**src/rtl/core_pkg.sv**
```systemverilog
// Shared core definitions: datapath width, reset PC, branch counter encodings
// and the BTB entry layout used by the fetch stage.
package core_pkg;

    localparam int          CORE_XLEN     = 32;
    localparam logic [31:0] CORE_RESET_PC = 32'h0000_0000;

    typedef enum logic [1:0] {
        CTR_SNT = 2'b00,
        CTR_WNT = 2'b01,
        CTR_WT  = 2'b10,
        CTR_ST  = 2'b11
    } ctr_t;

    // Tag is stored zero-extended to the full width so the layout is independent of ENTRIES.
    typedef struct packed {
        logic                 valid;
        logic [CORE_XLEN-1:0] tag;
        logic [CORE_XLEN-1:0] target;
        ctr_t                 ctr;
    } btb_entry_t;

    function automatic ctr_t ctr_update(input ctr_t c, input logic taken);
        ctr_t r;
        if (taken) begin
            r = (c == CTR_ST) ? CTR_ST : ctr_t'(c + 2'b01);
        end else begin
            r = (c == CTR_SNT) ? CTR_SNT : ctr_t'(c - 2'b01);
        end
        return r;
    endfunction

endpackage

```
**src/rtl/btb_array.sv**
```systemverilog
// Direct-mapped branch target buffer: combinational lookup, synchronous training.
// Storage exists only when FETCH_PRED_EN is defined; otherwise it always predicts not-taken.
module btb_array
    import core_pkg::*;
#(
    parameter int ENTRIES = 16
) (
    input  logic                 clk,
    input  logic                 rst,
    input  logic [CORE_XLEN-1:0] rd_pc,
    output logic                 rd_taken,
    output logic [CORE_XLEN-1:0] rd_target,
    input  logic                 upd_valid,
    input  logic [CORE_XLEN-1:0] upd_pc,
    input  logic                 upd_taken,
    input  logic [CORE_XLEN-1:0] upd_target
);

`ifdef FETCH_PRED_EN
    localparam int IDXW = $clog2(ENTRIES);

    btb_entry_t            mem_q [ENTRIES];
    btb_entry_t            rd_entry_s;
    btb_entry_t            upd_entry_s;
    logic [IDXW-1:0]       rd_idx_s;
    logic [IDXW-1:0]       upd_idx_s;
    logic [CORE_XLEN-1:0]  rd_tag_s;
    logic [CORE_XLEN-1:0]  upd_tag_s;
    logic                  upd_hit_s;

    assign rd_idx_s    = rd_pc[IDXW+1:2];
    assign upd_idx_s   = upd_pc[IDXW+1:2];
    assign rd_tag_s    = rd_pc >> (IDXW + 2);
    assign upd_tag_s   = upd_pc >> (IDXW + 2);
    assign rd_entry_s  = mem_q[rd_idx_s];
    assign upd_entry_s = mem_q[upd_idx_s];
    assign upd_hit_s   = upd_entry_s.valid && (upd_entry_s.tag == upd_tag_s);

    assign rd_taken  = rd_entry_s.valid && (rd_entry_s.tag == rd_tag_s) && rd_entry_s.ctr[1];
    assign rd_target = rd_entry_s.target;

    // Training write port; tag/target are left unreset, training during reset is dropped.
    always_ff @(posedge clk) begin
        if (rst) begin
            for (int i = 0; i < ENTRIES; i++) begin
                mem_q[i].valid <= 1'b0;
                mem_q[i].ctr   <= CTR_WNT;
            end
        end else if (upd_valid) begin
            if (upd_hit_s) begin
                mem_q[upd_idx_s].ctr <= ctr_update(upd_entry_s.ctr, upd_taken);
                if (upd_taken) begin
                    mem_q[upd_idx_s].target <= upd_target;
                end
            end else if (upd_taken) begin
                mem_q[upd_idx_s].valid  <= 1'b1;
                mem_q[upd_idx_s].tag    <= upd_tag_s;
                mem_q[upd_idx_s].target <= upd_target;
                mem_q[upd_idx_s].ctr    <= CTR_WT;
            end
        end
    end
`else
    logic unused_s;

    assign unused_s  = ^{clk, rst, rd_pc, upd_valid, upd_pc, upd_taken, upd_target};
    assign rd_taken  = 1'b0;
    assign rd_target = {CORE_XLEN{1'b0}};
`endif

endmodule

```
**src/rtl/fetch_predict_unit.sv**
```systemverilog
// Fetch stage: PC register, PC+4, next-PC selection and BTB-based prediction.
// Prediction is enabled with FETCH_PRED_EN; without it fetch is always PC+4.
module fetch_predict_unit
    import core_pkg::*;
#(
    parameter int              XLEN     = CORE_XLEN,
    parameter int              ENTRIES  = 16,
    parameter logic [XLEN-1:0] RESET_PC = CORE_RESET_PC
) (
    input  logic            clk,
    input  logic            rst,
    input  logic            stall_f,
    input  logic            redirect_valid,
    input  logic [XLEN-1:0] redirect_pc,
    input  logic            upd_valid,
    input  logic [XLEN-1:0] upd_pc,
    input  logic            upd_taken,
    input  logic [XLEN-1:0] upd_target,
    output logic [XLEN-1:0] pc_f,
    output logic [XLEN-1:0] pc_plus4_f,
    output logic            pred_taken_f,
    output logic [XLEN-1:0] pred_target_f
);

    logic [XLEN-1:0] pc_q;
    logic [XLEN-1:0] pc_d;
    logic [XLEN-1:0] pc_plus4_s;
    logic [XLEN-1:0] btb_target_s;
    logic            btb_taken_s;

    btb_array #(
        .ENTRIES (ENTRIES)
    ) u_btb (
        .clk        (clk),
        .rst        (rst),
        .rd_pc      (pc_q),
        .rd_taken   (btb_taken_s),
        .rd_target  (btb_target_s),
        .upd_valid  (upd_valid),
        .upd_pc     (upd_pc),
        .upd_taken  (upd_taken),
        .upd_target (upd_target)
    );

    assign pc_plus4_s    = pc_q + XLEN'(3'd4);
    assign pc_f          = pc_q;
    assign pc_plus4_f    = pc_plus4_s;
    assign pred_taken_f  = btb_taken_s;
    assign pred_target_f = btb_taken_s ? btb_target_s : pc_plus4_s;

    // Next-PC select: a redirect overrides a stall.
    always_comb begin
        pc_d = pred_target_f;
        if (redirect_valid) begin
            pc_d = redirect_pc;
        end else if (stall_f) begin
            pc_d = pc_q;
        end else begin
            pc_d = pred_target_f;
        end
    end

    // Fetch PC register.
    always_ff @(posedge clk) begin
        if (rst) begin
            pc_q <= RESET_PC;
        end else begin
            pc_q <= pc_d;
        end
    end

endmodule

```
**config.mk**
```make
export PLATFORM = sky130hd
export DESIGN_NAME = fetch_predict_unit
export DESIGN_NICKNAME = d
export VERILOG_FILES = /design/src/rtl/core_pkg.sv /design/src/rtl/btb_array.sv /design/src/rtl/fetch_predict_unit.sv
export SDC_FILE = /design/constraint.sdc
export NUM_CORES = 1
export LEC_CHECK = 0
export CORE_ASPECT_RATIO = 1.1
export CORE_MARGIN = 2
export CORE_UTILIZATION = 23
export DETAILED_ROUTE_END_ITERATION = 10
export PLACE_DENSITY = 0.58
export SYNTH_ARGS = -nofsm -noshare
export SYNTH_HDL_FRONTEND = slang
export SYNTH_SLANG_ARGS = --single-unit
```
**constraint.sdc**
```tcl
create_clock -name clk -period 2.57 [get_ports clk]
set_input_delay 0.257 -clock clk [delete_from_list [all_inputs] [get_ports clk]]
set_output_delay 0.257 -clock clk [all_outputs]
set_load 0.03 [all_outputs]
```
==> flow_summary.toml, run 1 <==
[hold_path]
min_from = "redirect_pc[2]"
min_delay_path_depth = 3
hold_path.class = "input pin to flop"

[sta]
finalClockSkew_ps = 4.15
period_share_pct = 95.2
setup_repair_after_global_routing_missed_its_margin = "true"
setup_viol = 0
slew_viol_final = 0
final_hold_violations = 0
finalCriticalPeriod_ps = 2450
fmaxAchievable_mhz = 409

[placed_design]
gp_routability_congestion = 0.747
dp.cells = 565
place.detailed.hpwl_mm = 6.23
io_buffers = 131

[final_layout]
layout_common_cells = "clkdlybuf4s50_1, buf_4, nor2_1"
stdcell_count = 574
layout.filler_cells = 1152
drive_gt1_share_pct = 23.4
number_of_flip_flops_in_the_largest_register = 32
seqCellArea_um2 = 646
multi_input_comb_area_um2 = 1700
nNetsFinal = 529
antenna-diode-count = 0
areaGrowthSynthToFinish_pct = 59.9
layout_commonest_cell = "clkdlybuf4s50_1"

[global_routing]
first_global_vias = 2724
antenna_found_initial = 1
gr-total-overflow = 0
grt_pass1_wl_mm = 13.3
grtUsageTotal_pct = 13.6
maximum_number_of_pins_on_one_net_before_global_route_repair = 30

[worst_setup_path]
endpoint_arrival_time_on_the_critical_path_ps = 2190
crit_top_cell = "buf_4"
worstSetupPathType = "flop to primary output"
critical_path_required_time_ps = 2310
cp_cell_sequence = "nand3_1, nor4_4, buf_4, nand4_1, xnor2_4, buf_4"
worstSetupEndpointType = "primary output"
critPathLaunch = "pc_f[12]"
worstReg2RegStart = "pc_f[6]"
crit_path_max_fanout = 16
reg2reg_to = "pc_f[17]"
cp-endpoint = "pred_target_f[28]"
crit_slowest_cell = "dfxtp_1"
cpPeakStageDelay_ps = 490
r2r_setup_slack_ps = 320
worst_r2r_path_depth = 5
cp-start-kind = "flop"

[clock_tree]
htree_levels = 2
cts.reportedPaths.clkPinSlew_ps = 50
tritoncts = "yes"
cts_made_buffers = 5
clock_sinks = 32
clock_insertion_delay_worst_skew_ps = 270
cts-root-to-sink-buffers = 2
clock-root-buffer = "clkbuf_16"
number_of_buffers_inserted_by_hold_repair_at_cts = 0

[run_status]
status = "complete, no violations"

[floorplan]
num_rows = 40
initial_core_util_pct = 23.5
core_region_area_um2 = 10900
die-height_um = 114
io_pins = 199
die-width_um = 104
floorplan.die_area_um2 = 12000

[detailed_routing]
ant_nets = 0
drc = 0
routed_wirelength_mm = 8.34
post_drt_wl_per_cell_um = 14.5
vias_per_cell = 4.81
num_vias = 2759
drt_first_pass_iters = 5
drt_iter0_markers = 79

[yosys]
yosysWarningCount = 0
synth_enable_flop_cells = 0
yosys_register_bits = 32
synthTopCellsByArea = "dfxtp_1, xnor2_1, buf_4, nor2_1, a311oi_1"
synth_cell_type_count = 46
yosys.area.top_type = "dfxtp_1"
avgSynthCellArea_um2 = 7.73
synth-async-reset-ratio_pct = 0
syn_nets = 433
syn_inst = 330
synthesis.area_um2 = 2550
synthFlopType = "dfxtp_1"
ys_seq_area_share_pct = 25.1
synth_top_area_share_pct = 25.1

[flow_run]
cap_viol_max_count = 0

[pwr]
design_power_total_mw = 1.84
irDropWorstVdd_mv = 0.270
pwr_density_cell_nw_per_um2 = 450
p_leak_nw = 1.59
## final cells by class
class | count | share of cell area, %
Multi-Input combinational cell | 228 | 41.7
Timing Repair Buffer | 151 | 33.6
Sequential cell | 32 | 15.8
Tap cell | 147 | 4.51
Clock buffer | 6 | 3.40
Inverter | 8 | 0.736
Clock inverter | 2 | 0.245
## how the worst min path moves through the flow
stage / to / slack (ps)
after floorplan: pc_f[2] / 390
after global placement: pc_f[1] / 540
after detailed placement: pc_f[0] / 550
after CTS: pc_f[2] / 540
after global routing: pc_f[17] / 550
final: pc_f[2] / 540
## routing by layer
metal	track usage, %	part of all wire, %	vias up
met5	0	0	-
met4	3.42	0.76	0
met3	3.70	6.8	6
met2	24.4	50	102
met1	16.1	42	1308
li1	-	-	1343
## logic make-up (layout without fill, tap and decap cells)
group / after synthesis / in the layout / synth area share, %
and+or+nand+nor: 133 / 133 / 28.4
buffers and inverters: 70 / 167 / 16.0
AOI/OAI and AO/OA: 52 / 52 / 15.6
xor gates and xnor gates: 38 / 38 / 13.0
DFF: 32 / 32 / 25.1
muxes: 3 / 3 / 1.18
adders and majority gates: 1 / 1 / 0.490
other: 1 / 1 / 0.147
## critical path: cells and delay by family, from the launching register on
family                    cells  cell delay [ps]
and+or+nand+nor               3              770
xor gates and xnor gates      1              230
buffers and inverters         2              430
DFF                           1              490
## stage by stage
stage               setup WS (ps)  setup TNS (ps)  instance area [µm²]  hold WS (ps)  util (%)
CTS                          14.9               0                 4040           536      37.2
global placement              310               0                 3890           537      35.8
finish                        123               0                 4080           541      37.6
floorplan                   -21.1           -21.1                 2730           394         -
detailed placement            294               0                 3890           550      35.8
global route                -2.12           -3.23                 4080           554      37.6
## synth_stat cells (all sizes together), types with 3 or more instances
cell and n:
buf 44, nor2 37, xnor2 33, dfxtp 32, clkbuf 18, nand3 18
nand2 17, a311oi 15, nand4 12, a211oi 10, inv 8, o31ai 8
or4 8, and3 7, nor3 7, or3 7, nor4 6, o21ai 5
xor2 5, and4 4, a2111oi 3, a21oi 3, and2 3, mux2i 3
nor2b 3
## what timing repair did
action,in CTS,in global routing
pin swaps,1,0
buffers inserted,0,1
resized for setup,1,6
endpoints found under the hold margin,0,0
endpoints found under the setup margin,2,12
## power by group
| group | leakage (nW) | switching, mW | internal, mW |
|---|---|---|---|
| combinational | 1.24 | 0.354 | 0.286 |
| sequential | 0.267 | 0.0676 | 0.533 |
| clock | 0.0766 | 0.213 | 0.381 |
Note: power is estimated with default switching activity, not from simulation.
==> inputs of run 2 (changes only) <==
Settings changed: CORE_MARGIN 2 to not set, CTS_CLUSTER_DIAMETER set to 150, SLEW_MARGIN set to 20.
==> run 2 against run 1 <==
  * Critical path depth down 2
  * Clock skew is 1.2 ps lower
  * Power decreased by 0.44%
  * Non-clock buffer count fell by 5
  * Largest power group unchanged
==> flow_summary.toml, run 2 (synthesized netlist as in run 1, its figures left out) <==
[clock_tree]
clock_sinks = 32
tritoncts = "yes"
clock_insertion_delay_worst_skew_ps = 270
cts-root-to-sink-buffers = 2
cts_made_buffers = 5
post-cts-setup-buffers = 0
clock-root-buffer = "clkbuf_16"
cts.reportedPaths.clkPinSlew_ps = 50
htree_levels = 2

[global_routing]
grtUsageTotal_pct = 14.3
globalRouteMet2Util_pct = 23.3
gr-total-overflow = 0
grt_pass1_wl_mm = 13.0
maximum_number_of_pins_on_one_net_before_global_route_repair = 30
antenna_found_initial = 0
grt.met3_usage_pct = 3.67
busiest_layer = "met2"
global_routing_usage_on_met1_pct = 18.5
first_global_vias = 2596

[detailed_routing]
drt_first_pass_iters = 4
drc = 0
post_drt_wl_per_cell_um = 14.4
ant_nets = 0
routed_wirelength_mm = 8.12
drt_iter0_markers = 70
num_vias = 2684
vias_per_cell = 4.75

[run_status]
status = "complete, no violations"

[floorplan]
io_pins = 199
floorplan.die_area_um2 = 11500
core_region_area_um2 = 10600
die-height_um = 112
die-width_um = 102
num_rows = 39
initial_core_util_pct = 24.1

[sta]
slew_viol_final = 0
final_hold_violations = 0
fmaxAchievable_mhz = 419
finalClockSkew_ps = 2.98
finalCriticalPeriod_ps = 2390
whs_ps = 536
period_share_pct = 92.9
setup_viol = 0
setup_repair_after_global_routing_missed_its_margin = "false"
totalNegativeSetupSlack_ps = 0
setup_ws_ps = 181

[pwr]
pwr_density_cell_nw_per_um2 = 453
p_leak_nw = 1.58
design_power_total_mw = 1.83
irDropWorstVdd_mv = 0.239

[placed_design]
io_buffers = 131
place.detailed.hpwl_mm = 5.94
place_area_um2 = 3850
placement.setup.worst_slack_ps = 266
gp_routability_congestion = 0.731
dp.cells = 557

[final_layout]
layout_common_cells = "clkdlybuf4s50_1, buf_4, nor2_1"
final_util_pct = 38.1
nNetsFinal = 524
stdcell_count = 565
antenna-diode-count = 0
areaGrowthSynthToFinish_pct = 58.1
layout_commonest_cell = "clkdlybuf4s50_1"
stdcell_area_um2 = 4030
drive_gt1_share_pct = 23.2
number_of_flip_flops_in_the_largest_register = 32

[worst_setup_path]
critical_path_required_time_ps = 2310
cp-start-kind = "flop"
worstSetupPathType = "flop to primary output"
worst_r2r_path_depth = 5
crit_path_max_fanout = 6
worstSetupEndpointType = "primary output"
endpoint_arrival_time_on_the_critical_path_ps = 2130

[hold_path]
min_delay_path_depth = 3
hold_path.class = "input pin to flop"

[flow_run]
cap_viol_max_count = 0
## run 2: what timing repair did
action,4_1_cts,5_1_grt
hold endpoints to repair,0,0
resized for setup,4,11
setup endpoints to repair,4,18
hold buffers,0,0
## run 2: cell type report
class	instances	area, µm²
repair buffers	146	1330
multi-input cells	228	1700
well taps	143	179
clock buffers	8	146
fillers	1083	6560
flip-flops and latches	32	648
inverters	8	30.0
## run 2: path summary, 6_finish.rpt
path / start / endpoint / slack, ps
worst max-delay path: pc_f[6] / pred_target_f[9] / 180
worst min-delay path: redirect_pc[2] / pc_f[2] / 540
worst max register to register: pc_f[6] / pc_f[17] / 360
worst min register to register: pc_f[0] / pc_f[0] / 550
## run 2: critical path, cell delays in order, from the launching register on
cell	delay, ps
dfxtp_1	500
nand3_2	200
nor3_1	240
xor2_1	220
clkdlybuf4s50_1	700
## run 2: metal layers
metal / up-vias / wire length, µm
li1: 1341 / -
met1: 1229 / 3640
met2: 108 / 3800
met3: 6 / 601
met4: 0 / 74
met5: - / 0
## run 2: power by group
group / internal, mW / switching, mW
sequential: 0.533 / 0.0711
clock: 0.386 / 0.209
combinational: 0.279 / 0.350
==> inputs of run 3 (changes only) <==
Settings changed: PLACE_DENSITY 0.58 to not set.
==> run 3 against run 2 <==
  * Clock skew grew 1.0 ps
  * Die area unchanged
  * Sequential power fell by 0.8%
==> flow_summary.toml, run 3 (synthesized netlist as in run 1, its figures left out) <==
[final_layout]
stdcell_area_um2 = 4030
nNetsFinal = 527
drive_gt1_share_pct = 22.6
number_of_flip_flops_in_the_largest_register = 32
antenna-diode-count = 0
layout_common_cells = "clkdlybuf4s50_1, buf_4, nor2_1"
stdcell_count = 567
final_util_pct = 38.0
layout_commonest_cell = "clkdlybuf4s50_1"
multi_input_comb_area_um2 = 1690
layout.filler_cells = 1107
seqCellArea_um2 = 646
areaGrowthSynthToFinish_pct = 57.9

[clock_tree]
htree_levels = 2
clock_sinks = 32
cts-root-to-sink-buffers = 2
post-cts-setup-buffers = 0
clock-root-buffer = "clkbuf_16"
tritoncts = "yes"
cts.reportedPaths.clkPinSlew_ps = 50
clock_insertion_delay_worst_skew_ps = 270
cts_made_buffers = 5

[global_routing]
gr-total-overflow = 0
grt_pass1_wl_mm = 13.1
maximum_number_of_pins_on_one_net_before_global_route_repair = 30
first_global_vias = 2678
antenna_found_initial = 0
grtUsageTotal_pct = 14.2

[detailed_routing]
drt_iter0_markers = 120
ant_nets = 0
vias_per_cell = 4.77
post_drt_wl_per_cell_um = 14.0
num_vias = 2707
drc = 0
routed_wirelength_mm = 7.97
drt_first_pass_iters = 4

[worst_setup_path]
worstReg2RegStart = "pc_f[6]"
endpoint_arrival_time_on_the_critical_path_ps = 2190
critPathLaunch = "pc_f[12]"
cp-start-kind = "flop"
worstSetupPathType = "flop to primary output"
critical_path_required_time_ps = 2310
worstSetupEndpointType = "primary output"
reg2reg_to = "pc_f[17]"
worst_r2r_path_depth = 5
crit_path_max_fanout = 16
r2r_setup_slack_ps = 350

[sta]
finalClockSkew_ps = 4.00
setup_viol = 0
whs_ps = 530
final_hold_violations = 0
period_share_pct = 95.1
setup_repair_after_global_routing_missed_its_margin = "false"
slew_viol_final = 0
fmaxAchievable_mhz = 409
totalNegativeSetupSlack_ps = 0
finalCriticalPeriod_ps = 2440
setup_ws_ps = 125

[run_status]
status = "complete, no violations"

[placed_design]
io_buffers = 131
gp_routability_congestion = 0.739
place.detailed.hpwl_mm = 5.94
placement.setup.worst_slack_ps = 286
place_area_um2 = 3870
dp.cells = 560

[floorplan]
floorplan.die_area_um2 = 11500
core_region_area_um2 = 10600
num_rows = 39
io_pins = 199
initial_core_util_pct = 24.1
die-width_um = 102
die-height_um = 112

[pwr]
irDropWorstVdd_mv = 0.207
pwr_density_cell_nw_per_um2 = 446
design_power_total_mw = 1.80
p_leak_nw = 1.58

[hold_path]
hold_path.class = "input pin to flop"
whs_endpoint = "pc_f[2]"
min_from = "redirect_pc[2]"
min_delay_path_depth = 3

[flow_run]
cap_viol_max_count = 0
run 3: changes by cell type in the layout (fill, tap and decap cells not counted), sizes merged:
cell           change
clkdlybuf4s50      +1
dlymetal6s2s       -1
clkinv             +1
clkbuf             -2
buf                +3
run 3: repair_timing:
item / in CTS / in global routing
gates cloned: 0 / 0
resized for setup: 4 / 5
hold buffers: 0 / 0
hold endpoints to repair: 0 / 0
setup endpoints to repair: 4 / 12
run 3: final cells by class:
| type | instances | share of cell area [%] |
|---|---|---|
| repair buffers | 149 | 33.4 |
| clock buffers | 6 | 3.20 |
| well taps | 143 | 4.44 |
| clock inverters | 1 | 0.124 |
| flip-flops and latches | 32 | 16.0 |
| multi-input cells | 228 | 42.0 |
| inverters | 8 | 0.745 |
run 3: worst max-delay path by stage:
stage / to / slack, ps / cells after the start
after floorplan: pred_target_f[30] / -20 / 6
after global placement: pc_plus4_f[10] / 270 / 5
after detailed placement: pred_target_f[10] / 290 / 5
after CTS: pc_plus4_f[13] / 20 / 4
after global routing: pc_plus4_f[28] / 2 / 6
final: pc_plus4_f[28] / 130 / 6
run 3: critical path: stages, from the launching register on:
cell	delay (ps)
dfxtp_1	480
nand3_1	250
nor4_4	310
buf_4	240
nand4_1	230
xnor2_4	230
buf_4	180
run 3: per-layer routing:
| metal | vias up | routed length [µm] | global-route usage [%] |
|---|---|---|---|
| met5 | - | 0 | 0 |
| met4 | 0 | 121 | 4.38 |
| met3 | 9 | 564 | 3.49 |
| met2 | 113 | 3810 | 23.3 |
| met1 | 1247 | 3470 | 18.2 |
| li1 | 1338 | - | - |
run 3: report_power, final:
part	switching [mW]	internal [mW]	total, mW
combinational	0.354	0.282	0.635
clock	0.210	0.352	0.562
sequential	0.0658	0.533	0.599
total	0.630	1.17	1.80
==> edit 1, RTL diff (config.mk and constraints of run 1) <==
Register the output `pred_target_f`, with the module's reset; this adds one clock of latency there. The other outputs are not delayed to match.
--- a/src/rtl/fetch_predict_unit.sv
+++ b/src/rtl/fetch_predict_unit.sv
@@ -21,6 +21,8 @@
     output logic            pred_taken_f,
     output logic [XLEN-1:0] pred_target_f
 );
+
+    logic [XLEN-1:0] pred_target_f_d;
 
     logic [XLEN-1:0] pc_q;
     logic [XLEN-1:0] pc_d;
@@ -46,17 +48,17 @@
     assign pc_f          = pc_q;
     assign pc_plus4_f    = pc_plus4_s;
     assign pred_taken_f  = btb_taken_s;
-    assign pred_target_f = btb_taken_s ? btb_target_s : pc_plus4_s;
+    assign pred_target_f_d = btb_taken_s ? btb_target_s : pc_plus4_s;
 
     // Next-PC select: a redirect overrides a stall.
     always_comb begin
-        pc_d = pred_target_f;
+        pc_d = pred_target_f_d;
         if (redirect_valid) begin
             pc_d = redirect_pc;
         end else if (stall_f) begin
             pc_d = pc_q;
         end else begin
-            pc_d = pred_target_f;
+            pc_d = pred_target_f_d;
         end
     end
 
@@ -69,5 +71,13 @@
         end
     end
 
+    always_ff @(posedge clk) begin
+        if (rst) begin
+            pred_target_f <= '0;
+        end else begin
+            pred_target_f <= pred_target_f_d;
+        end
+    end
+
 endmodule
 
Function: changed (Yosys sat finds a counterexample within 4 cycles, from zero or initial values and one cycle with rst high).
==> edit 1 against run 1 <==
- routed wire length is 17% higher
- non-clock buffer count rose by 19
- final area grew 25%
- via count up 7.9%
- maximum frequency down 4.4%
- sequential cell count grew 32
- worst setup slack lost 0.11 ns
- worst hold slack got worse by 0.14 ns
- synthesized cell count is 7.3% higher
- die area grew 18%
- total power grew 59%
- synthesized area rose by 19%
- critical path type unchanged
- critical endpoint is now pc_plus4_f[27]
- largest cell class unchanged
- largest power group is now the clock network
==> edit 1: results (changes against run 1) <==
non_clock_buffer_area_share: 0.310  # was 0.336
nClkBuffers: 14  # was 6
dr_wl_met3_microns: 446  # was 564 microns
buffers: 170  # was 151
dp.cells: 648  # was 565
status: "completed"  # unchanged
tapCellCount: 161  # was 147
synth_cell_types: 40  # was 46
grt_pass1_wl_microns: 15600  # was 13300 microns
antenna_found_initial: 0  # was 1
reg2reg_from: "pc_f[3]$_SDFFE_PP0N_"  # was pc_f[6]$_SDFFE_PP0N_
cts_setup_buffers: 4  # was 0
place_congestion: 0.779  # was 0.747
yosysSeqAreaShare: 0.423  # was 0.251
clock_cell_area_share: 0.0560  # was 0.0365
drt_first_iter_violations: 100  # was 79
ys_top_cells_by_count: "dfxtp_1, nor2_1, nor2b_1, nand2_1, xnor2_1"  # was nor2_1, buf_4, xnor2_1, dfxtp_1, clkbuf_1
insertion_delay_ns: 0.33  # was 0.27 ns
grt_usage: 0.141  # was 0.136
post_dp_cell_area_sq_um: 4650  # was 3890 sq um
ys_seq_elements: 64  # was 32
fillers: 1324  # was 1152
h-tree-depth: 3  # was 2
hold-path-cell-count: 2  # was 3
crit_path_max_incr_delay_ns: 0.58  # was 0.49 ns
seq_area_frac: 0.252  # was 0.158
grt_max_degree: 37  # was 30
gr-usage-met1: 0.172  # was 0.161
fin_skew_ns: 0.00607  # was 0.00415 ns
post_cts_resize_count: 20  # was 1
fin_cells: 671  # was 574
synth_area_leaders: "dfxtp_1, xnor2_1, xor2_1"  # was dfxtp_1, xnor2_1, buf_4
regToRegSetupSlack_ns: 0.45  # was 0.32 ns
utilization: 0.392  # was 0.376
wl_met1_microns: 4300  # was 3540 microns
drive_above_1_share: 0.210  # was 0.234
reg2reg_to: "pc_f[27]$_SDFFE_PP0N_"  # was pc_f[17]$_SDFFE_PP0N_
ir_worst_vdd_v: 0.000281  # was 0.000270 V
## edit 1: stage by stage
stage	setup TNS, ns	power [mW]	hold slack, ns
final	0	2.91	0.397
after global routing	-0.203	3.04	0.427
after CTS	-0.00192	2.96	0.396
after detailed placement	0	1.75	0.496
after global placement	0	1.75	0.481
after floorplan	0	1.46	0.400
## edit 1: cell families (layout without fill, tap and decap cells)
kind of cell / after synthesis / count (layout) / synth area share
AO/OA/AOI/OAI: 44 / 44 / 0.0929
XOR/XNOR: 47 / 47 / 0.136
adder cells (fa/ha/maj): 1 / 1 / 0.00413
buffers and inverters: 38 / 194 / 0.0537
flip-flops: 64 / 64 / 0.423
multiplexers: 4 / 4 / 0.0132
other: 1 / 1 / 0.00124
AND/OR/NAND/NOR: 155 / 155 / 0.277
## edit 1: where the power goes
group          switching [mW]  internal, mW  total [mW]
registers              0.0536          1.05        1.10
logic                   0.349         0.287       0.636
clock network           0.441         0.731        1.17
==> edit 2, RTL diff (settings of run 1) <==
Made on the original files. Change the package constant `CORE_XLEN` from 32 to 48.
--- a/src/rtl/core_pkg.sv
+++ b/src/rtl/core_pkg.sv
@@ -2,7 +2,7 @@
 // and the BTB entry layout used by the fetch stage.
 package core_pkg;
 
-    localparam int          CORE_XLEN     = 32;
+    localparam int          CORE_XLEN     = 48;
     localparam logic [31:0] CORE_RESET_PC = 32'h0000_0000;
 
     typedef enum logic [1:0] {
Ports: changed (6 resized); port bits go from 199 to 295. The function was not compared with the original's and may differ.
==> edit 2 against run 1 <==
- the run now ends with negative setup slack left
- sequential power grew 44%
- routed wire length grew 85%
- final area grew 70%
- total power grew 45%
- via count grew 60%
- count of clock-buffer cells in the layout shrank 1
- synthesized area grew 50%
- die area grew 48%
- sequential share of layout area shrank 1.1 points
- worst setup slack lost 0.20 ns
- sequential cell count grew 16
- cell count grew 59%
- critical path type unchanged
- largest cell class unchanged
- highest routed layer unchanged
==> edit 2: results (changes against run 1) <==
num_vias: 4405  # was 2759
p_leak_nw: 2.77  # was 1.59 nW
grt_pass1_wl_microns: 24300  # was 13300 microns
wl_per_cell_microns: 16.8  # was 14.5 microns
drt_pass1_iterations: 4  # was 5
syn_nets: 662  # was 433
drt_first_iter_violations: 185  # was 79
setup_slack_ns: -0.0741  # was 0.123 ns
syn-instance-count: 511  # was 330
synth_area_leaders: "dfxtp_1, buf_4, xor2_1"  # was dfxtp_1, xnor2_1, buf_4
fin_skew_ns: 0.00646  # was 0.00415 ns
synth_compound_area_frac: 0.106  # was 0.156
largest_register_ffs: 48  # was 32
dp.cells: 878  # was 565
ys_top_cells_by_count: "nor2_1, buf_4, dfxtp_1, xor2_1, clkbuf_1"  # was nor2_1, buf_4, xnor2_1, dfxtp_1, clkbuf_1
port_buffers: 195  # was 131
place_congestion: 0.868  # was 0.747
die_w_microns: 127  # was 104 microns
status: "finished, violations left"  # was completed
drive_above_1_share: 0.365  # was 0.234
crit_path_max_incr_delay_ns: 0.61  # was 0.49 ns
synth_xor_area_frac: 0.174  # was 0.130
grt_usage: 0.170  # was 0.136
synth_adder_area_share: 0.00327  # was 0.00490
yosysSeqAreaShare: 0.251  # about the same
insertion_delay_ns: 0.29  # was 0.27 ns
grt_max_degree: 29  # was 30
finalSetupViolCount: 10  # was 0
antenna_found_initial: 0  # was 1
cp_max_fo: 5  # was 16
pre_cts_ws_ns: -0.0667  # was 0.294 ns
muxShareOfSynthArea: 0.0183  # was 0.0118
nets: 860  # was 529
synth_cell_types: 39  # was 46
slowest_stage: "or4_4"  # was dfxtp_1
grt_pass1_vias: 4519  # was 2724
violations: "negative setup slack"
==> edit 2: final timing paths <==
| kind | end | cells after the start | start | slack, ns |
|---|---|---|---|---|
| max reg2reg | pc_f[41]$_SDFFE_PP0N_ | 7 | pc_f[9]$_SDFFE_PP0N_ | 0.04 |
| min | pc_f[6]$_SDFFE_PP0N_ | 2 | rst | 0.37 |
| min reg2reg | pc_f[0]$_SDFFE_PP0P_ | 2 | pc_f[0]$_SDFFE_PP0P_ | 0.55 |
| max | pred_target_f[45] | 6 | pc_f[9]$_SDFFE_PP0N_ | -0.07 |
==> edit 2: metal layers <==
metal  up-vias  part of all wire  global-route usage
li1       2127                 -                   -
met1      2104              0.42               0.215
met2       148              0.50               0.294
met3        26             0.047              0.0269
met4         0             0.026              0.0555
met5         -                 0                   0
==> edit 2: metrics by stage <==
stage	utilization	total power, mW
finish	0.425	2.66
global route	0.425	2.78
CTS	0.411	2.68
detailed placement	0.382	1.90
global placement	0.382	1.89
floorplan	-	1.52
==> edit 2: worst max-delay path, delay by kind of cell (launching register included) <==
kind          cells  cell delay [ns]
buf+inv           1             0.15
xor+xnor          1             0.18
flops             1             0.37
simple gates      4             1.39
==> edit 2: power breakdown <==
group	internal (mW)	total, mW	switching [mW]	leakage [nW]
Clock	0.453	0.745	0.292	0.0789
Combinational	0.465	1.06	0.590	2.28
Sequential	0.795	0.861	0.0664	0.410
Total	1.71	2.66	0.949	2.77
==> edit 2: final cells by class <==
| type | count | area [sq um] | share of cell area |
|---|---|---|---|
| inverters | 6 | 22.5 | 0.00325 |
| clock inverters | 3 | 37.5 | 0.00542 |
| clock buffers | 5 | 125 | 0.0181 |
| flip-flops and latches | 48 | 1020 | 0.148 |
| multi-input cells | 365 | 2860 | 0.413 |
| well taps | 204 | 255 | 0.0368 |
| repair buffers | 283 | 2600 | 0.375 |
==> edit 2: cells by family after synthesis <==
family / count (synthesis)
AO/OA/AOI/OAI: 57
adder cells (fa/ha/maj): 1
multiplexers: 7
flip-flops: 48
AND/OR/NAND/NOR: 222
buffers and inverters: 99
other: 1
XOR/XNOR: 76
==> edit 2: timing repair <==
item / 4_1_cts / 5_1_grt
cloned: 1 / 0
setup buffers: 16 / 12
pin swaps: 13 / 17
setup endpoints to repair: 63 / 48
gates resized for setup: 37 / 38
